[config.mk]
export PLATFORM = sky130hd
export DESIGN_NAME = dmem_bridge
export DESIGN_NICKNAME = d
export VERILOG_FILES = /design/src/rtl/dmem_bridge.sv
export SDC_FILE = /design/constraint.sdc
export NUM_CORES = 1
export LEC_CHECK = 0
export CAP_MARGIN = 20
export CORE_MARGIN = 2
export CORE_UTILIZATION = 57
export CTS_CLUSTER_DIAMETER = 200
export DETAILED_ROUTE_END_ITERATION = 10
export DONT_BUFFER_PORTS = 1
export PLACE_DENSITY = 0.73
export SYNTH_ARGS = -nofsm -noshare
export SYNTH_HDL_FRONTEND = slang
export SYNTH_SLANG_ARGS = --single-unit
[constraint.sdc]
create_clock -name clk -period 3.59 [get_ports clk]
set_clock_uncertainty 0.15 [all_clocks]
set_input_delay 0.718 -clock clk [delete_from_list [all_inputs] [get_ports clk]]
set_output_delay 0.718 -clock clk [all_outputs]
set_load 0.005 [all_outputs]
[src/rtl/dmem_bridge.sv]
// Bridges the core MEM-stage data port onto a req/gnt/rvalid bus.
// Adds wait states via stall, byte lanes from access size, and error/timeout reporting.
module dmem_bridge #(
    parameter int TIMEOUT = 255,
    parameter int CW      = 8
) (
    input  logic        clk,
    input  logic        rst_n,
    input  logic        cs_d_n,
    input  logic        rd,
    input  logic        wr,
    input  logic [1:0]  whb,
    input  logic [31:0] d_addr,
    input  logic [31:0] Data_write_MEM,
    output logic [31:0] d_data,
    output logic        stall,
    output logic        err,
    output logic        bus_req,
    output logic        bus_we,
    output logic [31:0] bus_addr,
    output logic [3:0]  bus_be,
    output logic [31:0] bus_wdata,
    input  logic        bus_gnt,
    input  logic        bus_rvalid,
    input  logic [31:0] bus_rdata,
    input  logic        bus_err,
    output logic [1:0]  dbg_state
);

    typedef enum logic [1:0] {
        IDLE   = 2'd0,
        REQ    = 2'd1,
        WAIT_R = 2'd2,
        DONE   = 2'd3
    } state_t;

    state_t         state;
    logic [CW-1:0]  cnt;
    logic [1:0]     size_q;
    logic [1:0]     off_q;
    logic           err_q;

    logic           access;
    logic           illegal;
    logic           misalign;
    logic           accept;
    logic           is_half;
    logic           is_word;
    logic           last_cycle;
    logic [3:0]     be_next;
    logic [31:0]    wdata_next;
    logic [31:0]    rdata_shift;
    logic [31:0]    rdata_sized;

    assign access     = !cs_d_n && (rd ^ wr);
    assign illegal    = !cs_d_n && rd && wr;
    assign is_half    = (whb == 2'b01);
    assign is_word    = whb[1];
    assign misalign   = access && ((is_half && d_addr[0]) || (is_word && (d_addr[1:0] != 2'b00)));
    assign accept     = (state == IDLE) && access && !misalign;
    assign last_cycle = (cnt == CW'(TIMEOUT - 1));

    // Stall covers the accept cycle combinationally so the core holds its strobes from the start.
    assign stall     = accept || (state == REQ) || (state == WAIT_R);
    assign err       = err_q || ((state == IDLE) && (illegal || misalign));
    assign dbg_state = state;

    always_comb begin
        be_next    = 4'b1111;
        wdata_next = Data_write_MEM;
        case (whb)
            2'b00: begin
                be_next    = 4'b0001 << d_addr[1:0];
                wdata_next = {4{Data_write_MEM[7:0]}};
            end
            2'b01: begin
                be_next    = 4'b0011 << {d_addr[1], 1'b0};
                wdata_next = {2{Data_write_MEM[15:0]}};
            end
            default: begin
                be_next    = 4'b1111;
                wdata_next = Data_write_MEM;
            end
        endcase
    end

    always_comb begin
        rdata_shift = bus_rdata >> {off_q, 3'b000};
        case (size_q)
            2'b00:   rdata_sized = {24'h000000, rdata_shift[7:0]};
            2'b01:   rdata_sized = {16'h0000, rdata_shift[15:0]};
            default: rdata_sized = rdata_shift;
        endcase
    end

    // Bus handshake: bus_req is valid, bus_gnt is ready; a request transfers on the cycle both
    // are high, and addr/be/we/wdata stay constant from req rise until that cycle.
    always_ff @(posedge clk or posedge rst_n) begin
        if (rst_n) begin
            state     <= IDLE;
            cnt       <= '0;
            size_q    <= 2'b00;
            off_q     <= 2'b00;
            err_q     <= 1'b0;
            d_data    <= 32'h0;
            bus_req   <= 1'b0;
            bus_we    <= 1'b0;
            bus_addr  <= 32'h0;
            bus_be    <= 4'h0;
            bus_wdata <= 32'h0;
        end else begin
            err_q <= 1'b0;
            case (state)
                IDLE: begin
                    if (accept) begin
                        state     <= REQ;
                        cnt       <= '0;
                        size_q    <= whb;
                        off_q     <= d_addr[1:0];
                        bus_req   <= 1'b1;
                        bus_we    <= wr;
                        bus_addr  <= {d_addr[31:2], 2'b00};
                        bus_be    <= be_next;
                        bus_wdata <= wdata_next;
                    end else if (misalign || illegal) begin
                        d_data <= 32'h0;
                    end
                end
                REQ: begin
                    cnt <= cnt + CW'(1);
                    if (bus_gnt && bus_we) begin
                        bus_req <= 1'b0;
                        state   <= DONE;
                        if (bus_err) begin
                            err_q  <= 1'b1;
                            d_data <= 32'h0;
                        end
                    end else if (last_cycle) begin
                        // A read granted on the final budget cycle cannot finish in time either.
                        bus_req <= 1'b0;
                        err_q   <= 1'b1;
                        d_data  <= 32'h0;
                        state   <= DONE;
                    end else if (bus_gnt) begin
                        bus_req <= 1'b0;
                        state   <= WAIT_R;
                    end
                end
                WAIT_R: begin
                    cnt <= cnt + CW'(1);
                    if (bus_rvalid) begin
                        state <= DONE;
                        if (bus_err) begin
                            err_q  <= 1'b1;
                            d_data <= 32'h0;
                        end else begin
                            d_data <= rdata_sized;
                        end
                    end else if (last_cycle) begin
                        err_q  <= 1'b1;
                        d_data <= 32'h0;
                        state  <= DONE;
                    end
                end
                DONE: begin
                    state <= IDLE;
                end
                default: begin
                    state <= IDLE;
                end
            endcase
        end
    end

endmodule

* Word-level counts from Yosys, hierarchy flattened
Index checks and enable logic that the tools add are counted.
** Storage, ports and cells
- Input port bits :: 106
- Word-level logic and storage cells :: 88
- Bits in registers :: 115
- Output and inout port bits :: 106
** Cells by class
- $add $sub $neg :: 1
- Bitwise gates (word level) :: 1
- Muxes and demuxes :: 30
- Reduce and logical (&&, ||, !) cells :: 30
- Eq/ne operators :: 12
- Shifts and indexed selects :: 3
** Operators by type and width (number)
- $mux W32 :: 7
- $pmux W32 S2 :: 2
- $pmux W32 S3 :: 1
- $shr A32 B5 Y32 :: 1
- $pmux W8 S2 :: 1
- $mux W2 :: 6
- $logic_and A1 B1 Y1 :: 10
- $add A8 B1 Y8 const B :: 1
- $eq A8 B8 Y1 const B :: 1
- $mux W1 :: 8
- $mux W8 :: 1
- $pmux W2 S4 :: 1
- $pmux W4 S2 :: 1
- $eq A2 B1 Y1 const B :: 3
- $logic_not A2 Y1 :: 3
- $ne A3 B3 Y1 const B :: 2
- $reduce_and A3 Y1 :: 2
- $reduce_bool A2 Y1 :: 3
- $logic_or A1 B1 Y1 :: 5
- $eq A2 B2 Y1 const B :: 2
- $ne A2 B2 Y1 const B :: 2
- $ne A4 B3 Y1 const B :: 1
- $pmux W1 S2 :: 2
- $reduce_and A2 Y1 :: 2
- 8 further kinds :: 9

* Depth between registers and ports, before layout
Gate-level depths: netlist of the first run.
- Depth after elaboration :: 8
- Depth in mapped cells :: 8
- Depth with buffers taken out :: 6

* Least setup slack after synthesis of the first run
No wires, ideal clock.
- Kind :: in2out
- Start point :: input whb[1]
- End point :: output stall
- Cell stages on the path :: 6
- Data required time :: 2.722 ns
- Slack :: 1.074 ns
- Arrival :: 1.648 ns
- Buffers on the path :: 3
- Cells stage by stage :: buf_2 -> a22oi_4 -> nand4_2 -> buf_6 -> clkbuf_1 -> nand2_1
** Between the ends
- Word-level cells in the longest chain between the ends :: 8
- Elaborated cells between the ends (all ways) :: 9
- Classes of those cells :: eq/ne: 1; reduce/logical: 8
** RTL lines
- start: declaration :: RTL line 12 : input logic [1:0] whb,
- $eq A2 B1 Y1 :: RTL line 57 : assign is_half = (whb == 2'b01);
- $logic_and A1 B1 Y1 :: RTL line 59 : assign misalign = access && ((is_half && d_addr[0]) || (is_word && (d_addr[1:0] != 2'b00)));
- $logic_or A1 B1 Y1 (*) :: RTL line 59
- $logic_and A1 B1 Y1 (*) :: RTL line 59
- $logic_not A1 Y1 (*) :: RTL line 60 : assign accept = (state == IDLE) && access && !misalign;
- $logic_and A1 B1 Y1 (*) :: RTL line 60
- $logic_or A1 B1 Y1 (*) (2 in series) :: RTL line 64 : assign stall = accept || (state == REQ) || (state == WAIT_R);
- end: declaration :: RTL line 16 : output logic stall,
Every way passes the cells marked *; elsewhere a longest branch is shown, timed or not.

* Final worst setup path of the first run
- Start point :: register state[1], in the netlist dbg_state[1]
- End point :: output stall
** Between the ends
- Word-level cells in the longest chain between the ends :: 5
- Elaborated cells between the ends (all ways) :: 7
- Classes of those cells :: eq/ne: 2; reduce/logical: 5
** RTL lines
- start: declaration :: RTL line 37 : state_t state;
- start signal: assignment :: RTL line 100 : state <= IDLE;
- start signal: assignment :: RTL line 116 : state <= REQ;
- start signal: assignment :: RTL line 133 : state <= DONE;
- $logic_not A2 Y1 :: RTL line 60
- $logic_and A1 B1 Y1 (2 in series) :: RTL line 60
- $logic_or A1 B1 Y1 :: RTL line 64
- $logic_or A1 B1 Y1 (*) :: RTL line 64
Marked as above.

==> results of run 1 <==
layout by cell type (no fill, tap or decap), types with 2 or more instances in the layout:
cell type / n
a211o_1: 8
a211oi_4: 3
a21oi_1: 13
a22o_1: 18
a22oi_1: 3
a32o_1: 8
and2_1: 2
and3_1: 2
buf_12: 2
buf_4: 4
bufinv_16: 2
clkbuf_16: 16
clkinv_2: 2
clkinv_4: 4
clkinvlp_4: 2
conb_1: 2
dfrtp_1: 115
ha_1: 7
inv_1: 8
inv_6: 5
mux2_2: 2
mux2_4: 40
mux2i_1: 41
nand2_1: 59
nand3_1: 4
nand4_1: 2
nand4b_1: 3
nor2_1: 14
nor2b_1: 13
nor4_1: 2
o211ai_1: 4
o21ai_0: 14
o21ai_1: 29
o21ai_2: 2
o2bb2ai_1: 9
o31ai_1: 2
or2_2: 2
metrics by stage:
stage | worst slack [ns] | hold WS [ns] | total power [uW] | instance area (sq um) | utilization [%]
2_1_floorplan | 1.07 | 0.326 | 3570 | 5740 | -
3_3_place_gp | 1.27 | 0.351 | 3860 | 5790 | 59.3
3_5_place_dp | 1.21 | 0.355 | 3950 | 5790 | 59.3
4_1_cts | 0.682 | 0.0751 | 5620 | 6380 | 65.3
5_1_grt | 0.550 | 0.104 | 5920 | 6380 | 65.3
6_report | 0.700 | 0.0688 | 5590 | 6380 | 65.3
synthesized netlist by cell type, drive strengths merged:
cell     instances
dfrtp          115
nand2           59
o21ai           45
mux2            42
mux2i           41
buf             23
a22o            18
nor2            15
a21oi           13
nor2b           13
inv              9
o2bb2ai          9
a211o            8
a32o             8
clkbuf           8
ha               7
o211ai           5
a22oi            4
nand3            4
nand4            4
a211oi           3
nand4b           3
o31ai            3
a31o             2
a41oi            2
and2             2
and3             2
nor4             2
or2              2
a21boi           1
a31oi            1
a32oi            1
and4b            1
conb             1
nand2b           1
nor3             1
nor3b            1
o21a             1
o21ba            1
o21bai           1
o221ai           1
o22ai            1
o311ai           1
cell families (layout without fill, tap and decap cells):
family / count (synthesis) / after routing
adder cells (fa/ha/maj): 7 / 7
AO/OA/AOI/OAI: 129 / 129
AND/OR/NAND/NOR: 110 / 110
other: 1 / 2
flip-flops: 115 / 115
multiplexers: 83 / 83
buffers and inverters: 40 / 47
path summary, 6_finish.rpt:
path	end	cells past startpoint
min in group clk	d_data[28]	1
max in group asynchronous	bus_wdata[8]	2
worst max-delay path	stall	4
worst min register to register	bus_wdata[23]	2
worst min-delay path	d_data[28]	1
worst max register to register	d_data[21]	6
layer usage:
layer  track usage, %  vias up  routed length, um
li1                 -     1757                  -
met1             31.1     1896               5320
met2             40.8      175               6760
met3             9.40       23               1180
met4             8.49        0                244
met5                0        -                  0
power by group through the flow:
| stage | registers (uW) | clock network [uW] | logic, uW |
|---|---|---|---|
| 2_1_floorplan | 2120 | 0 | 1450 |
| 3_3_place_gp | 2270 | 0 | 1590 |
| 3_5_place_dp | 2290 | 0 | 1660 |
| 4_1_cts | 2280 | 1680 | 1660 |
| 5_1_grt | 2330 | 1750 | 1830 |
| 6_report | 2270 | 1670 | 1650 |
worst max-delay path, stage by stage (launching register included):
cell and delay, ns:
dfrtp_1 0.44, inv_1 0.15, ha_1 0.58, nand4_4 0.21
nand2_1 0.14
flip-flops by register name (all words and copies together) (netlist names):
register   count
bus_wdata     32
d_data        32
bus_addr      30
cnt            8
bus_be         4
dbg_state      2
off_q          2
size_q         2
bus_req        1
bus_we         1
err_q          1
final cells by class:
type / instances / area [sq um]
clock buffers: 17 / 414
clock inverters: 15 / 173
fillers: 744 / 3400
inverters: 9 / 37.5
multi-input cells: 331 / 2640
flip-flops and latches: 115 / 2880
well taps: 133 / 166
repair buffers: 6 / 70.1
==> run metrics, run 1 <==
max cap viols 0; Placer Congestion 0.872; 1st-iter DRT viols 246; endpoints failing hold 0; simple-gate share of the synthesized area 9.15%; Synth area leaders dfrtp_1 50%, mux2_4 10%, mux2i_1 7.2%, nand2_1 3.9%, a22o_1 2.8%; CTS tree yes; reg2reg start dbg_state[0]; LEAKAGE 0.00301 uW; Post-Synth Adder-Cell Area 1.53%; vias in the first global route 3963; Post-Syn Area 0.00573 sq mm; Reg power frac 40.6%; max frequency 346 MHz; Boundary Pins 212; vias per cell 6.15; clock share of power 29.8%; Cells after Synth 485; RSZ-0062 raised after global routing false; Die ar. 0.0109 sq mm; Period Utilization, post-route 80.5%; cts-stage hold buffer count 0; Port-buffer cells 0; residual DRC count 0; Yosys top cell area share 50.2%; Post-CTS Setup Bufs 0; crit path launch dbg_state[1]; clock-pin slew on the worst setup and hold paths 0.06 ns; hpwl dp 9740 um; largest family of logic cells by synthesized area multiplexers; Worst EP required 2.72 ns; Cell variety after synth 55; ant diodes 0; Slew headroom 47.5%; layout cells sized above 1 19.9%; Wirelength per Cell 21.6 um; setup TNS 0 ns; nets 593; post-CTS sizing 0; Core Rows 36; Worst Path Max Fanout 9; post-synthesis xor/xnor area fraction 0%; syn avg cell area 11.8 sq um; fin cells 626; status complete, no violations; Tot GR Track Use 25.2%; critical path arrival 2.02 ns; Pwr Density 876 mW/mm^2; initial antenna violation count 0; r2r setup slk 1.19 ns; Yosys reg bits 115; largest area contributor in the netlist dfrtp_1; Worst setup EP type output pin; Max clock buf depth 2; total number of vias 3851; chip width 104 um; switching share of total power 35.9%; maximum vdd drop 0.382 mV; area added between synthesis and finish 11.3%; initial core utilization 58.6%; Final Setup Violations 0; register area share after synthesis 50.2%; Cell Int Power 3580 uW; Setup CP Type register to output pin; DRT Pass-1 Iters 5; Compound-Gate Fraction of Synth Area 17.1%; actual slew at the worst max-slew pin 0.786 ns; Setup crit start kind register; Die Y 104 um; Syn. warnings 0; Max Slew Vio Count 0; cell count after placement 594; global-route wire length before repair 21600 um; ANT nets after route 0; largest net degree at the start of global routing 100; Max H-tree Level 4; Switch Pwr 2010 uW; Skew-Pair Late Insertion Delay 0.50 ns; CTS Buf Count 17; GRT overflow 0; Post-Route WL 13500 um; fin crit period 2.89 ns; mux cell area share after synthesis 18.0%; Worst Hold Class input port to asynchronous set/reset pin; Gate power share 29.6%; Sink Count 115; root buf cell clkbuf_8; CORE AREA 0.00977 sq mm
No activity file was read; power rests on OpenSTA's default activity.
==> run 2: changes to the inputs <==
Clock period 3.59 ns to 2.4 ns, I/O delays scaled along.
==> run metrics, run 2 (same netlist as run 1, synthesis figures left out) <==
initial core utilization 58.6% (unchanged); post-place instance area 0.00586 sq mm (+1.1%); Post-Route WL 15100 um (+12%); setup TNS 0 ns (unchanged); clock-pin slew on the worst setup and hold paths 0.06 ns (about the same); GRT overflow 0 (unchanged); status complete, no violations; critical path arrival 1.65 ns (-0.37 ns); Slew headroom 51.7% (+4.2 points); Final Instance Area 0.00715 sq mm (+12%); Worst EP required 1.77 ns (-0.95 ns); DRT Pass-1 Iters 6 (+1); vias per cell 6.06 (-1.4%); CTS Buf Count 17 (unchanged); 1st-iter DRT viols 338 (+37%); Die ar. 0.0109 sq mm (unchanged); LEAKAGE 0.00335 uW (+11%); fin crit period 2.28 ns; WL met3 1400 um (+19%); commonest non-fill, non-tap cells in the layout 115 x dfrtp_1, 66 x dlygate4sd3_1, 59 x nand2_1; Max clock buf depth 2 (unchanged); Pwr Density 1230 mW/mm^2 (+41%); most common cell after layout, fill and taps aside dfrtp_1; ANT nets after route 0 (unchanged); max cap viols 0 (unchanged); setup ws final 0.122 ns (-0.578 ns); RSZ-0062 raised after global routing false; Port-buffer cells 0 (unchanged); root buf cell clkbuf_8; initial antenna violation count 0 (unchanged); chip width 104 um (unchanged); nets 666 (+12%); hpwl dp 9630 um (-1.1%); endpoints failing hold 0 (unchanged); Worst setup EP type output pin; Wirelength per Cell 21.6 um (about the same); cell count after placement 601 (+1.2%); Post-Place Setup Slack 0.253 ns (-0.960 ns); area added between synthesis and finish 24.8%; Placer Congestion 0.902 (+3.4%); global-route wire length before repair 23800 um (+10%); Worst Path Max Fanout 5 (-4); Met2 Wirelength 7650 um (+13%); largest net degree at the start of global routing 116 (+16%); routed length on met1 5680 um (+6.7%); uppermost routed layer met4; max frequency 439 MHz; actual slew at the worst max-slew pin 0.721 ns (-0.0649 ns); fin cells 698 (+12%); Die Y 104 um (unchanged); vias in the first global route 4286 (+8.2%); Setup CP Type register to output pin; Tot GR Track Use 28.0% (+2.8 points); top flop regs bus_wdata: 32 flops, d_data: 32 flops, bus_addr: 30 flops; Period Utilization, post-route 94.9%; total number of vias 4232 (+9.9%); Boundary Pins 212 (unchanged); Skew-Pair Late Insertion Delay 0.50 ns (about the same); layout cells sized above 1 18.8% (-1.1 points); Final Setup Violations 0 (unchanged); ant diodes 0 (unchanged); maximum vdd drop 0.577 mV (+51%); Max Slew Vio Count 0 (unchanged); Core Rows 36 (unchanged); Final Power 8810 uW (+58%); Worst Hold Class input port to register; residual DRC count 0 (unchanged); Sink Count 115 (unchanged); Max H-tree Level 4 (unchanged); CORE AREA 0.00977 sq mm (unchanged); CTS tree yes; # fillers 676 (-9.1%); Setup crit start kind register
run 2: final timing paths:
path,slack (ns),startpoint,cells after the start,end
min in group asynchronous,0.45,rst_n,3,d_data[25]
max reg2reg,0.21,dbg_state[0],7,d_data[24]
min,0.01,Data_write_MEM[0],2,bus_wdata[16]
max,0.12,dbg_state[1],5,stall
min reg2reg,0.37,bus_wdata[21],2,bus_wdata[21]
max in group asynchronous,1.15,rst_n,3,bus_wdata[26]
run 2: per-stage QoR:
step	hold WS [ns]	utilization [%]
6_report	0.0125	73.1
5_1_grt	0.00151	73.1
2_1_floorplan	0.326	-
4_1_cts	0.0000225	72.7
3_5_place_dp	0.357	59.9
3_3_place_gp	0.352	59.9
run 2: final cells by class:
class	count	area [sq um]	area share, %
well taps	133	166	2.33
flip-flops and latches	115	2880	40.3
inverters	9	37.5	0.525
clock inverters	12	178	2.49
clock buffers	19	442	6.18
multi-input cells	331	2650	37.1
repair buffers	79	796	11.1
run 2: routing by layer:
| layer | global-route usage, % | up-vias |
|---|---|---|
| met5 | 0 | - |
| met4 | 7.92 | 0 |
| met3 | 11.5 | 36 |
| met2 | 46.0 | 221 |
| met1 | 34.0 | 2071 |
| li1 | - | 1904 |
run 2: what timing repair did:
item | in CTS | in global routing
setup buffers | 0 | 0
resized for setup | 1 | 2
endpoints found under the setup margin | 1 | 1
hold endpoints to repair | 183 | 3
hold buffers | 63 | 3
pin swaps | 0 | 0
run 2: report_power, final:
group	switching (uW)	leakage, uW	internal, uW
clock network	896	0.000304	1740
registers	750	0.00147	2680
logic	1390	0.00157	1350
run 2: critical path, stage by stage (launching register included):
cell     delay [ns]
dfrtp_1        0.43
inv_2          0.10
ha_1           0.21
buf_4          0.16
nor2_1         0.14
nand2_1        0.10
